==> src/rtl/minialu_nibble_sequencer.sv <==
// Runs one wide operation through a 4-bit MiniALU, one nibble per cycle,
// least significant nibble first, chaining carry for the selected opcodes.
module minialu_nibble_sequencer #(
  parameter int         NIBBLES   = 2,
  parameter logic [3:0] CARRY_OPS = 4'b0011
) (
  input  logic                 clk,
  input  logic                 rst,
  input  logic                 req_valid,
  output logic                 req_ready,
  input  logic [1:0]           req_op,
  input  logic [4*NIBBLES-1:0] req_a,
  input  logic [4*NIBBLES-1:0] req_b,
  input  logic                 req_cin,
  output logic                 rsp_valid,
  input  logic                 rsp_ready,
  output logic [4*NIBBLES-1:0] rsp_c,
  output logic                 rsp_cout,
  output logic                 rsp_sc,
  output logic [1:0]           alu_sel,
  output logic [3:0]           alu_a,
  output logic [3:0]           alu_b,
  output logic                 alu_cin,
  input  logic [3:0]           alu_c,
  input  logic                 alu_cout,
  input  logic                 alu_sc
);

  localparam int W  = 4 * NIBBLES;
  localparam int IW = $clog2(NIBBLES) + 1;
  localparam logic [IW-1:0] LAST = IW'(NIBBLES - 1);

  typedef enum logic [1:0] {
    IDLE,
    RUN,
    DONE
  } state_t;

  state_t        state;
  logic [IW-1:0] idx;
  logic [1:0]    op_q;
  logic [W-1:0]  a_q;
  logic [W-1:0]  b_q;
  logic [W-1:0]  c_q;
  logic          carry_q;
  logic          sc_q;

  logic run;
  logic done;
  logic chain;

  assign run   = (state == RUN);
  assign done  = (state == DONE);
  assign chain = CARRY_OPS[op_q];

  always_ff @(posedge clk or posedge rst) begin
    if (rst) begin
      state   <= IDLE;
      idx     <= '0;
      op_q    <= '0;
      a_q     <= '0;
      b_q     <= '0;
      c_q     <= '0;
      carry_q <= 1'b0;
      sc_q    <= 1'b0;
    end else begin
      unique case (1'b1)
        state == IDLE: begin
          if (req_valid) begin
            op_q    <= req_op;
            a_q     <= req_a;
            b_q     <= req_b;
            carry_q <= CARRY_OPS[req_op] & req_cin;
            c_q     <= '0;
            sc_q    <= 1'b0;
            idx     <= '0;
            state   <= RUN;
          end
        end
        state == RUN: begin
          c_q[4*idx +: 4] <= alu_c;
          carry_q         <= chain & alu_cout;
          sc_q            <= alu_sc;
          idx             <= idx + 1'b1;
          if (idx == LAST)
            state <= DONE;
        end
        state == DONE: begin
          if (rsp_ready)
            state <= IDLE;
        end
        default: state <= IDLE;
      endcase
    end
  end

  // ALU pins are only live while a pass is in flight
  assign alu_sel = run ? op_q : 2'b00;
  assign alu_a   = run ? a_q[4*idx +: 4] : 4'h0;
  assign alu_b   = run ? b_q[4*idx +: 4] : 4'h0;
  assign alu_cin = run & carry_q;

  assign req_ready = (state == IDLE) & ~rst;
  assign rsp_valid = done;
  assign rsp_c     = done ? c_q : '0;
  assign rsp_cout  = done & carry_q;
  assign rsp_sc    = done & sc_q;

endmodule
==> config.mk <==
export PLATFORM = sky130hd
export DESIGN_NAME = minialu_nibble_sequencer
export DESIGN_NICKNAME = d
export VERILOG_FILES = /design/src/rtl/minialu_nibble_sequencer.sv
export SDC_FILE = /design/constraint.sdc
export NUM_CORES = 1
export LEC_CHECK = 0
export BUFFER_PORTS_ARGS = -buffer_cell sky130_fd_sc_hd__buf_2
export CAP_MARGIN = 20
export CORE_MARGIN = 10
export CORE_UTILIZATION = 25
export CTS_BUF_LIST = sky130_fd_sc_hd__clkbuf_4 sky130_fd_sc_hd__clkbuf_8
export CTS_CLUSTER_DIAMETER = 60
export CTS_CLUSTER_SIZE = 30
export DETAILED_ROUTE_END_ITERATION = 12
export HOLD_SLACK_MARGIN = 0.03
export PLACE_DENSITY = 0.5
export SLEW_MARGIN = 20
export SYNTH_ARGS = -nofsm -noshare
export SYNTH_HDL_FRONTEND = slang
export SYNTH_SLANG_ARGS = --single-unit
==> constraint.sdc <==
create_clock -name clk -period 1.95 [get_ports clk]
set_clock_uncertainty 0.05 [all_clocks]
set_input_delay 0.39 -clock clk [delete_from_list [all_inputs] [get_ports clk]]
set_output_delay 0.39 -clock clk [all_outputs]
set_load 0.01 [all_outputs]
# After elaboration in Yosys (flattened, before gate mapping)
# Index checks and enable logic that the tools add are counted.
dict set report totals {
  register_bits 32
  output_inout_bits 23
}
dict set report classes {
  add_sub_neg 2
  magnitude_cmp 2
  eq_ne 6
  shifts 4
  mux 21
  n_bitwise 7
  n_reduce_logical 5
}
# operator n
set ops {}
lappend ops {{negation 4 -> 34 bit} 1}
lappend ops {{variable shift 4 x 34 -> 8 bit (first input constant)} 1}
lappend ops {{indexed part select 4 x 34 -> 8 bit} 1}
lappend ops {{2-to-1 mux 8 bit} 2}
lappend ops {{one-hot mux 8 bit (2 select lines)} 1}
lappend ops {{indexed part select 8 x 5 -> 4 bit} 2}
lappend ops {{2-to-1 mux 2 bit} 5}
lappend ops {{bitwise mux 8 bit} 1}
lappend ops {{2-to-1 mux 4 bit} 2}
lappend ops {{bitwise AND 1 bit} 6}
lappend ops {{< comparator 2 x 3 -> 1 bit (second input constant)} 2}
lappend ops {{one-hot mux 2 bit (3 select lines)} 1}
lappend ops {{binary-select mux 1 bit (select 2 bit)} 2}
lappend ops {{== test 2 x 1 -> 1 bit (second input constant)} 2}
lappend ops {{2-to-1 mux 1 bit} 4}
lappend ops {{inequality test 2 bit (second input constant)} 2}
lappend ops {{one-hot mux 1 bit (2 select lines)} 2}
lappend ops {{one-hot mux 2 bit (2 select lines)} 1}
lappend ops {{AND reduction 2 bit} 2}
lappend ops {{AND reduction 3 bit} 1}
lappend ops {{adder 2 x 1 -> 2 bit (second input constant)} 1}
lappend ops {{== test 2 bit (second input constant)} 1}
lappend ops {{logical NOT 2 bit} 1}
lappend ops {{inequality test 2 x 1 -> 1 bit (second input constant)} 1}
lappend ops {{other kinds (2)} 2}

# Longest topological paths before layout
# Gate-level depths: netlist (run 1).
dict set report depth {
  word_depth 5
  mapped_depth 6
}

# Worst setup path after synthesis (run 1)
# OpenSTA, ideal clock, no wires.
dict set report synth_timing {
  path_kind {reg-to-reg}
  start {reg idx[0]}
  end {reg c_q[1]}
  arrival_time_ps 1382
  t_required_ps 1778
  setup_slack_ps 396
  path_stages_with_launch 6
  path_buffers 1
  path_cell_list {dfrtp_1 -> buf_4 -> inv_1 -> ha_1 -> and4b_1 -> a32o_1}
}
dict set report synth_between {
  elab_chain_len 4
}
# item line
set synth_rtl {}
lappend synth_rtl {{start, declared} 40} ;# logic [IW-1:0] idx;
lappend synth_rtl {{start signal, assigned} 84} ;# idx <= idx + 1'b1;
lappend synth_rtl {{negation 4 -> 34 bit *} 81} ;# c_q[4*idx +: 4] <= alu_c;
lappend synth_rtl {{indexed part select 4 x 34 -> 8 bit / variable shift 4 x 34 -> 8 bit (equally long branches)} 81}
lappend synth_rtl {{bitwise mux 8 bit *} 81}
lappend synth_rtl {{one-hot mux 8 bit (2 select lines) *} 67} ;# unique case (1'b1)
lappend synth_rtl {{end signal, assigned by index} 81}
lappend synth_rtl {{end, declared} 44} ;# logic [W-1:0] c_q;
# Mark *: on every way between the ends. The rest lies on a longest branch, timed or not.
# A chain may end at the register's enable or synchronous reset.

# Worst setup path after layout (run 1)
dict set report layout_timing {
  start {reg state[0]}
  end {out alu_b[1]}
}
dict set report layout_between {
  elab_chain_len 2
}
# item line
set layout_rtl {}
lappend layout_rtl {{start, declared} 39} ;# state_t state;
lappend layout_rtl {{start signal, assigned} 58} ;# state <= IDLE;
lappend layout_rtl {{start signal, assigned} 77} ;# state <= RUN;
lappend layout_rtl {{start signal, assigned} 86} ;# state <= DONE;
lappend layout_rtl {{== test 2 x 1 -> 1 bit} 52} ;# assign run = (state == RUN);
lappend layout_rtl {{2-to-1 mux 4 bit} 100} ;# assign alu_b = run ? b_q[4*idx +: 4] : 4'h0;
lappend layout_rtl {{end, declared} 22} ;# output logic [3:0] alu_b,
# Every way passes these cells.

==> results of run 1 <==
-- worst paths after layout --
path	start	to	cells after the start	slack [ns]
max	state[0]$_DFFE_PP0P_	alu_b[1]	4	0.16
min	rst	sc_q$_DFFE_PP0P_	3	0.08
max reg2reg	state[1]$_DFFE_PP0P_	b_q[3]$_DFFE_PP0P_	4	0.41
min reg2reg	c_q[1]$_DFFE_PP0P_	c_q[1]$_DFFE_PP0P_	1	0.44
max in group asynchronous	rst	a_q[2]$_DFFE_PP0P_	3	1.54
min in group clk	rsp_ready	state[1]$_DFFE_PP0P_	2	0.25
-- cell type report --
type	count	area (um2)	share of cell area (%)
timing repair buffer	60	335	16.1
inverter	5	18.8	0.903
clock inverter	2	10.0	0.482
clock buffer	6	82.6	3.97
sequential	32	803	38.7
multi-input combinational	87	732	35.2
tap	77	96.3	4.64
-- tightest hold or removal path, stage by stage --
cell	delay, ns
buf_2	0.11
inv_1	0.06
buf_4	0.22
-- stage by stage --
stage               total power [mW]  instances  util (%)  hold slack [ns]  area [um2]
finish                          3.07        269      33.1           0.0817        2080
global placement                2.55        259      31.3            0.383        1970
floorplan                       2.13        130         -            0.408        1600
global route                    3.33        269      33.1           0.0972        2080
CTS                             3.12        267      32.8           0.0811        2060
detailed placement              2.55        259      31.3            0.388        1970
-- registers in the layout (all words and copies together) (netlist names) --
signal / cells
state: 2
carry_q: 1
op_q: 2
b_q: 8
a_q: 8
c_q: 8
sc_q: 1
idx: 2
-- layer usage --
metal / global-route usage [%] / wire length, um
met1: 9.46 / 1810
met2: 12.6 / 1830
met3: 3.57 / 284
met4: 2.93 / 40
met5: 0 / 0
-- what timing repair did --
| item | in CTS | in global routing |
|---|---|---|
| buffers inserted | 0 | 2 |
| gates cloned | 0 | 0 |
| resized for setup | 1 | 2 |
| hold buffers | 0 | 0 |
| setup endpoints to repair | 8 | 18 |
| endpoints found under the hold margin | 0 | 0 |
-- power breakdown --
group | internal (mW) | switching, mW
logic | 0.742 | 0.661
registers | 0.961 | 0.178
clock network | 0.282 | 0.250
total | 1.98 | 1.09
-- placed cells by master, fill, tap and decap left out, drive strengths merged, types with 4 or more instances in the layout --
master	count
a22o	7
and2	13
buf	60
clkbuf	6
dfrtp	32
ha	4
inv	5
mux2	18
mux2i	8
nand2	7
nor2	10
-- cells by family (layout without fill, tap and decap cells) --
logic type               after synthesis  after routing  synth area share, %
AND/OR/NAND/NOR                       39             39                 13.3
flip-flops                            32             32                 50.0
multiplexers                          26             26                 20.0
AO/OA/AOI/OAI                         18             18                 8.74
buffers and inverters                 11             73                 4.92
adder cells (fa/ha/maj)                4              4                 3.12
==> key figures, run 1 <==
Global route
  • Gr ovfl total: 0
  • First-pass GRT wire length: 6300 um
  • Largest net degree at the start of global routing: 20
  • Vias in the first global route: 1249
  • Global-route usage over all layers: 8.02%
  • Antenna violations before repair: 0

Synthesis
  • Synthesized area: 1600 um2
  • FFs w/ async S/R, synth: 100%
  • #FFs+latches synth: 32
  • Syn avg cell area: 12.3 um2
  • Post-synthesis cell type with the largest combined area: dfrtp_1
  • Syn nets: 163
  • Syn. warnings: 0
  • Post-synth EDFFs: 0
  • Post-synthesis sequential area ratio: 50.0%
  • Most common cell in the synthesized netlist: dfrtp_1
  • Synth unique cells: 28
  • Main synth FF type: dfrtp_1
  • Post-synthesis cell count: 130
  • Most frequent cells after synthesis: dfrtp_1 (32), and2_1 (13), mux2_4 (10), nor2_1 (10)
  • Synth area leaders: dfrtp_1 (50%), mux2_4 (9.4%), mux2_2 (5.6%), and2_1 (5.1%), mux2i_1 (5.0%)
  • Synth top area share: 50.0%

Timing
  • Post-layout min period: 1.79 ns
  • Fmax: 558 MHz
  • Slew @ Worst Pin: 0.266 ns
  • RSZ-0062 raised after global routing: no
  • Final hold violations: 0
  • Setup violations, final: 0
  • Setup TNS: 0 ns
  • Slew Limit Headroom: 82.3%
  • Final period utilization: 91.9%
  • Post-route setup slack: 0.158 ns
  • Slew Limit Fails: 0

Finish
  • Nets: 224
  • Fill count: 663
  • Synth-to-layout area growth: 29.7%
  • Layout cells sized above 1: 47.4%
  • N_diodes: 0

Setup path
  • Worst Path Arrival: 1.35 ns
  • CP max FO: 8
  • CP top delay family: simple AND/OR/NAND/NOR gates
  • Data required, critical path: 1.51 ns
  • CP Class: flip-flop to primary output
  • Max incr delay on CP: 0.44 ns
  • Worst-path cell chain: nor2b_2 -> nand2_2 -> nor2_1 -> buf_2
  • Crit path buf inv count: 1
  • Critical Path Source Type: flip-flop
  • CP endpoint kind: primary output
  • Worst path slowest cell: dfrtp_2

Power
  • Leak Pwr: 1.06 nW
  • Power per cell area: 1480 nW/um2
  • Worst VDD drop: 0.507 mV

Floorplanning
  • Core area: 6280 um2
  • # rows: 29
  • Die width: 100 um
  • Die Area: 10000 um2
  • # IOs: 52
  • Die height: 100 um
  • Initial Utilization: 25.5%

Outcome
  • Status: complete, no violations

Drt
  • WL per Instance: 14.8 um
  • Vias/cell: 4.36
  • Initial DRC count: 35
  • Post-route DRC: 0
  • Antenna Violating Nets Remaining: 0
  • Vias: 1173
  • Drt pass-1 iters: 4
  • Routed WL: 3970 um

Clocking
  • Clock Tree Buf Depth: 2
  • CTS Sinks: 32
  • Clk_lat worst skew: 0.28 ns
  • Clock slew at reported path FFs: 0.07 ns
  • Root Buffer: clkbuf_8
  • CTS buffer count: 5
  • CTS tree: built
  • H-tree levels: 2

Place
  • Worst Setup Slack post-DPL: 0.276 ns
  • Final Wtd Congestion: 0.689
  • Port buffer count: 51
  • HPWL after detailed placement: 2990 um

Job
  • Maxcap violations: 0

Min path
  • HP Class: input port to async pin
Power figures use the tool's default switching activity.
==> run 2, diff against run 1 <==
--- a/config.mk
+++ b/config.mk
@@ -5,6 +5,7 @@
 export SDC_FILE = /design/constraint.sdc
 export NUM_CORES = 1
 export LEC_CHECK = 0
+export ABC_AREA = 1
 export BUFFER_PORTS_ARGS = -buffer_cell sky130_fd_sc_hd__buf_2
 export CAP_MARGIN = 20
 export CORE_MARGIN = 10
==> key figures, run 2 <==
Drt
  • Initial DRC count: 69 (+97%)
  • Routed length on met2: 2090 um (+14%)
  • Drt pass-1 iters: 4 (unchanged)
  • Top Metal Used: met4
  • DR WL met3: 329 um (+16%)
  • WL per Instance: 12.8 um (-13%)
  • Vias: 1468 (+25%)
  • Met1 WL: 1950 um (+7.7%)
  • Post-route DRC: 0 (unchanged)
  • Vias/cell: 4.28 (-1.9%)
  • Antenna Violating Nets Remaining: 0 (unchanged)
  • Routed WL: 4400 um (+11%)

Synthesis
  • Syn avg cell area: 7.64 um2 (-38%)
  • Syn nets: 244 (+50%)
  • Most frequent cells after synthesis: nand2_1 (65), dfrtp_1 (32), nand3_1 (32)
  • Post-synthesis sequential area ratio: 49.7% (-0.31 points)
  • Main synth FF type: dfrtp_1
  • Synth top area share: 49.7% (-0.31 points)
  • Syn. warnings: 0 (unchanged)
  • Post-synth EDFFs: 0 (unchanged)
  • #FFs+latches synth: 32 (unchanged)
  • Most common cell in the synthesized netlist: nand2_1
  • FFs w/ async S/R, synth: 100% (unchanged)
  • Synth area leaders: dfrtp_1 (50%), nand2_1 (15%), nand3_1 (9.9%), inv_1 (5.1%), nor2_1 (4.9%)
  • Post-synthesis cell count: 211 (+62%)
  • Synth unique cells: 18 (-36%)
  • Post-synthesis cell type with the largest combined area: dfrtp_1
  • Synthesized area: 1610 um2 (+0.62%)

Finish
  • Layout cells sized above 1: 27.4% (-20 points)
  • Nets: 299 (+33%)
  • Design Area, Final: 2070 um2 (-0.60%)
  • Most frequent cells in the layout: nand2_1 (64), buf_2 (51), nand3_1 (32)
  • Biggest regs: a_q x8, b_q x8, c_q x8
  • Util after Layout: 32.7% (-0.39 points)
  • Synth-to-layout area growth: 28.1%
  • N_diodes: 0 (unchanged)
  • Most common cell after layout, fill and taps aside: nand2_1

Timing
  • Setup TNS: 0 ns (unchanged)
  • Slew Limit Fails: 0 (unchanged)
  • Setup violations, final: 0 (unchanged)
  • Slew @ Worst Pin: 0.540 ns (+0.275 ns)
  • Final period utilization: 94.1% (+2.2 points)
  • Fmax: 545 MHz (-2.3%)
  • Slew Limit Headroom: 63.8% (-18 points)
  • Final hold violations: 0 (unchanged)
  • Post-layout min period: 1.83 ns (+0.0424 ns)
  • RSZ-0062 raised after global routing: no
  • Post-route setup slack: 0.116 ns (-0.0424 ns)

Power
  • Clk pwr share: 16.1% (-1.2 points)
  • Internal power: 1.72 mW (-13%)
  • Leak Pwr: 1.13 nW (+7.4%)
  • Total Power: 3.05 mW (-0.65%)
  • Share of power burned in registers: 36.6% (-0.5 points)
  • Combinational share of power: 47.3% (+1.7 points)
  • Worst VDD drop: 0.468 mV (-7.7%)
  • Sw frac: 43.6% (+8.1 points)
  • Power per cell area: 1480 nW/um2 (about the same)
  • Switching pwr: 1.33 mW (+22%)

Setup path
  • Data required, critical path: 1.51 ns (about the same)
  • Worst Path Arrival: 1.39 ns (+0.04 ns)
  • CP endpoint kind: primary output
  • CP max FO: 8 (unchanged)
  • Critical Path Source Type: flip-flop
  • CP Class: flip-flop to primary output

Floorplanning
  • Die Area: 10100 um2 (+0.50%)
  • Core area: 6310 um2 (+0.58%)
  • Die height: 100 um (+0.25%)
  • # rows: 29 (unchanged)
  • Die width: 100 um (+0.25%)
  • Initial Utilization: 25.5% (about the same)
  • # IOs: 52 (unchanged)

Outcome
  • Status: complete, no violations

Clocking
  • Clk_lat worst skew: 0.28 ns (about the same)
  • Root Buffer: clkbuf_8
  • CTS Sinks: 32 (unchanged)
  • Clock slew at reported path FFs: 0.07 ns (about the same)
  • Hold-fix buffers at CTS: 0 (unchanged)
  • CTS buffer count: 5 (unchanged)
  • Clock Tree Buf Depth: 2 (unchanged)
  • H-tree levels: 2 (unchanged)
  • CTS tree: built

Place
  • Worst Setup Slack post-DPL: 0.275 ns (-0.00129 ns)
  • Final Wtd Congestion: 0.720 (+4.5%)
  • Dpl cell area: 1970 um2 (+0.13%)
  • Port buffer count: 51 (unchanged)
  • HPWL after detailed placement: 3390 um (+13%)

Min path
  • HP Class: input port to async pin

Global route
  • First-pass GRT wire length: 7710 um (+22%)
  • Gr ovfl total: 0 (unchanged)
  • Global-route usage over all layers: 9.38% (+1.4 points)
  • Antenna violations before repair: 0 (unchanged)
  • Largest net degree at the start of global routing: 32 (+60%)
  • Vias in the first global route: 1600 (+28%)

Job
  • Maxcap violations: 0 (unchanged)
## run 2: repair_timing
| item | in CTS | in global routing |
|---|---|---|
| gates resized for setup | 1 | 3 |
| setup buffers | 0 | 1 |
| pin swaps | 0 | 1 |
| endpoints found under the setup margin | 8 | 14 |
## run 2: per-layer routing
metal,GRT usage [%],vias up
li1,-,767
met1,11.0,661
met2,15.1,36
met3,4.26,4
met5,0,-
met4,2.61,0
## run 2: layout make-up
type                            count  area (um2)
Tap cell                           77        96.3
Clock inverter                      1        5.00
Clock buffer                        6        76.3
Inverter                           23        86.3
Fill cell                         724        4250
Sequential cell                    32         802
Timing Repair Buffer               57         313
Multi-Input combinational cell    147         687
## run 2: power by group through the flow
| stage | registers (mW) | clock network, mW | logic (mW) |
|---|---|---|---|
| 3_3_place_gp | 1.12 | 0 | 1.43 |
| 6_report | 1.12 | 0.491 | 1.44 |
| 5_1_grt | 1.16 | 0.543 | 1.69 |
| 2_1_floorplan | 1.10 | 0 | 0.996 |
| 4_1_cts | 1.12 | 0.509 | 1.45 |
| 3_5_place_dp | 1.13 | 0 | 1.44 |
## run 2: stage by stage
stage | cells | hold WS [ns]
after global placement | 335 | 0.354
after detailed placement | 335 | 0.350
final | 343 | 0.0395
after CTS | 342 | 0.0517
after floorplan | 211 | 0.392
after global routing | 343 | 0.0623
## run 2: critical path, stage by stage (launching register included)
cell and delay (ns):
dfrtp_2 0.43, inv_2 0.07, nor2_4 0.17, nand2_4 0.11
a21oi_1 0.17, buf_2 0.16
## run 2: kinds of logic after synthesis
kind of cell,after synthesis,synth area share (%)
compound gates,17,5.43
fa+ha+maj,4,3.10
simple gates,126,33.6
buf+inv,32,8.22
flops,32,49.7
## run 2: worst paths after layout
path,startpoint,cells past startpoint,slack [ns],endpoint
max,state[0]$_DFFE_PP0P_,5,0.12,alu_b[1]
min,rst,2,0.04,c_q[0]$_DFFE_PP0P_
max reg2reg,state[1]$_DFFE_PP0P_,4,0.41,idx[1]$_DFFE_PP0P_
min reg2reg,b_q[3]$_DFFE_PP0P_,2,0.42,b_q[3]$_DFFE_PP0P_
max in group asynchronous,rst,3,1.35,state[0]$_DFFE_PP0P_
min in group clk,rsp_ready,2,0.25,state[1]$_DFFE_PP0P_
==> run 3, diff against run 2 <==
==> constraint.sdc (replaced) <==
create_clock -name clk -period 2.2 [get_ports clk]
set_clock_uncertainty 0.05 [all_clocks]
set_input_delay 0.44 -clock clk [delete_from_list [all_inputs] [get_ports clk]]
set_output_delay 0.44 -clock clk [all_outputs]
set_load 0.01 [all_outputs]
==> key figures, run 3 (same netlist as run 2, synthesis figures left out) <==
Floorplanning
  • Die width: 100 um (unchanged)
  • Die height: 100 um (unchanged)
  • # rows: 29 (unchanged)
  • # IOs: 52 (unchanged)
  • Initial Utilization: 25.5% (unchanged)
  • Core area: 6310 um2 (unchanged)
  • Die Area: 10100 um2 (unchanged)

Global route
  • First-pass GRT wire length: 7450 um (-3.3%)
  • Gr ovfl total: 0 (unchanged)
  • Largest net degree at the start of global routing: 22 (-31%)
  • Antenna violations before repair: 0 (unchanged)
  • Vias in the first global route: 1524 (-4.8%)
  • Global-route usage over all layers: 9.29% (-0.094 points)

Setup path
  • Critical Path Source Type: flip-flop
  • CP endpoint kind: primary output
  • Worst Path Arrival: 1.52 ns (+0.13 ns)
  • Data required, critical path: 1.71 ns (+0.20 ns)
  • CP max FO: 8 (unchanged)
  • CP Class: flip-flop to primary output

Clocking
  • Root Buffer: clkbuf_8
  • Clock slew at reported path FFs: 0.07 ns (about the same)
  • H-tree levels: 2 (unchanged)
  • Clk_lat worst skew: 0.29 ns (about the same)
  • Clock Tree Buf Depth: 2 (unchanged)
  • CTS tree: built
  • CTS buffer count: 5 (unchanged)
  • Hold-fix buffers at CTS: 0 (unchanged)
  • Post-CTS sizing: 0 (-1)
  • CTS Sinks: 32 (unchanged)
  • Post-CTS Setup Bufs: 0 (unchanged)

Timing
  • Slew Limit Headroom: 53.9% (-10 points)
  • Slew Limit Fails: 0 (unchanged)
  • Setup violations, final: 0 (unchanged)
  • Slew @ Worst Pin: 0.691 ns (+0.151 ns)
  • Final period utilization: 91.3%
  • Final hold violations: 0 (unchanged)
  • RSZ-0062 raised after global routing: no
  • Post-layout min period: 2.01 ns
  • Setup TNS: 0 ns (unchanged)
  • Fmax: 498 MHz

Power
  • Worst VDD drop: 0.461 mV (-1.4%)
  • Total Power: 2.72 mW (-11%)
  • Power per cell area: 1320 nW/um2 (-11%)
  • Leak Pwr: 1.13 nW (about the same)

Outcome
  • Status: complete, no violations

Drt
  • Vias/cell: 4.35 (+1.7%)
  • Drt pass-1 iters: 4 (unchanged)
  • Top Metal Used: met4
  • Antenna Violating Nets Remaining: 0 (unchanged)
  • Routed length on met2: 2070 um (-0.96%)
  • DR WL met3: 347 um (+5.5%)
  • Routed WL: 4460 um (+1.4%)
  • Vias: 1493 (+1.7%)
  • Post-route DRC: 0 (unchanged)
  • WL per Instance: 13.0 um (+1.4%)
  • Initial DRC count: 52 (-25%)
  • Met1 WL: 2000 um (+2.6%)

Finish
  • Layout cells sized above 1: 26.3% (-1.1 points)
  • Fill count: 720 (-0.55%)
  • Synth-to-layout area growth: 27.7%
  • Most common cell after layout, fill and taps aside: nand2_1
  • N_diodes: 0 (unchanged)
  • Util after Layout: 32.6% (-0.099 points)
  • Biggest regs: a_q x8, b_q x8, c_q x8
  • Post-route insts no fill: 343 (unchanged)
  • Nets: 299 (unchanged)
  • Most frequent cells in the layout: nand2_1 (65), buf_2 (51), nand3_1 (32), dfrtp_1 (32), inv_1 (22)

Place
  • Placed cell count: 336 (+0.30%)
  • Port buffer count: 51 (unchanged)
  • Final Wtd Congestion: 0.714 (-0.92%)
  • HPWL after detailed placement: 3450 um (+1.9%)

Job
  • Maxcap violations: 0 (unchanged)

Min path
  • HP Class: input port to async pin
run 3: layer usage:
layer	vias up	track usage (%)
met5	-	0
met4	0	3.26
met3	4	4.74
met2	42	13.9
met1	676	11.2
li1	771	-
run 3: layout make-up:
class                      instances  area (um2)  share of cell area, %
clock buffer                       7        96.3                   4.68
inverter                          23        86.3                   4.19
timing repair buffer              57         300                   14.6
tap                               77        96.3                   4.68
sequential                        32         801                   38.9
multi-input combinational        147         679                   33.0
run 3: path summary, 6_finish.rpt:
check,to,start,slack [ns],cells after the start
setup / recovery,alu_a[2],state[0]$_DFFE_PP0P_,0.19,5
hold / removal,c_q[0]$_DFFE_PP0P_,rst,0.21,2
setup reg to reg,c_q[4]$_DFFE_PP0P_,idx[0]$_DFFE_PP0P_,0.61,6
hold reg to reg,a_q[0]$_DFFE_PP0P_,a_q[0]$_DFFE_PP0P_,0.42,2
max in group asynchronous,a_q[6]$_DFFE_PP0P_,rst,1.29,3
min in group clk,state[1]$_DFFE_PP0P_,rsp_ready,0.30,2
run 3: worst max-delay path, stage by stage, from the launching register on:
cell	delay [ns]
dfrtp_1	0.48
inv_2	0.08
nor2_4	0.17
nand2_2	0.15
a21oi_1	0.19
buf_2	0.16
run 3: through the flow:
step	hold WS, ns	area (um2)	setup WS [ns]
6_report	0.214	2060	0.192
5_1_grt	0.275	2060	0.0501
4_1_cts	0.241	2060	0.162
3_5_place_dp	0.412	1960	0.474
3_3_place_gp	0.407	1960	0.501
2_1_floorplan	0.392	1610	0.619
run 3: where the power goes:
| group | leakage [nW] | switching [mW] | internal, mW |
|---|---|---|---|
| clock | 0.0503 | 0.215 | 0.278 |
| combinational | 0.677 | 0.809 | 0.420 |
| sequential | 0.406 | 0.152 | 0.843 |
| total | 1.13 | 1.18 | 1.54 |
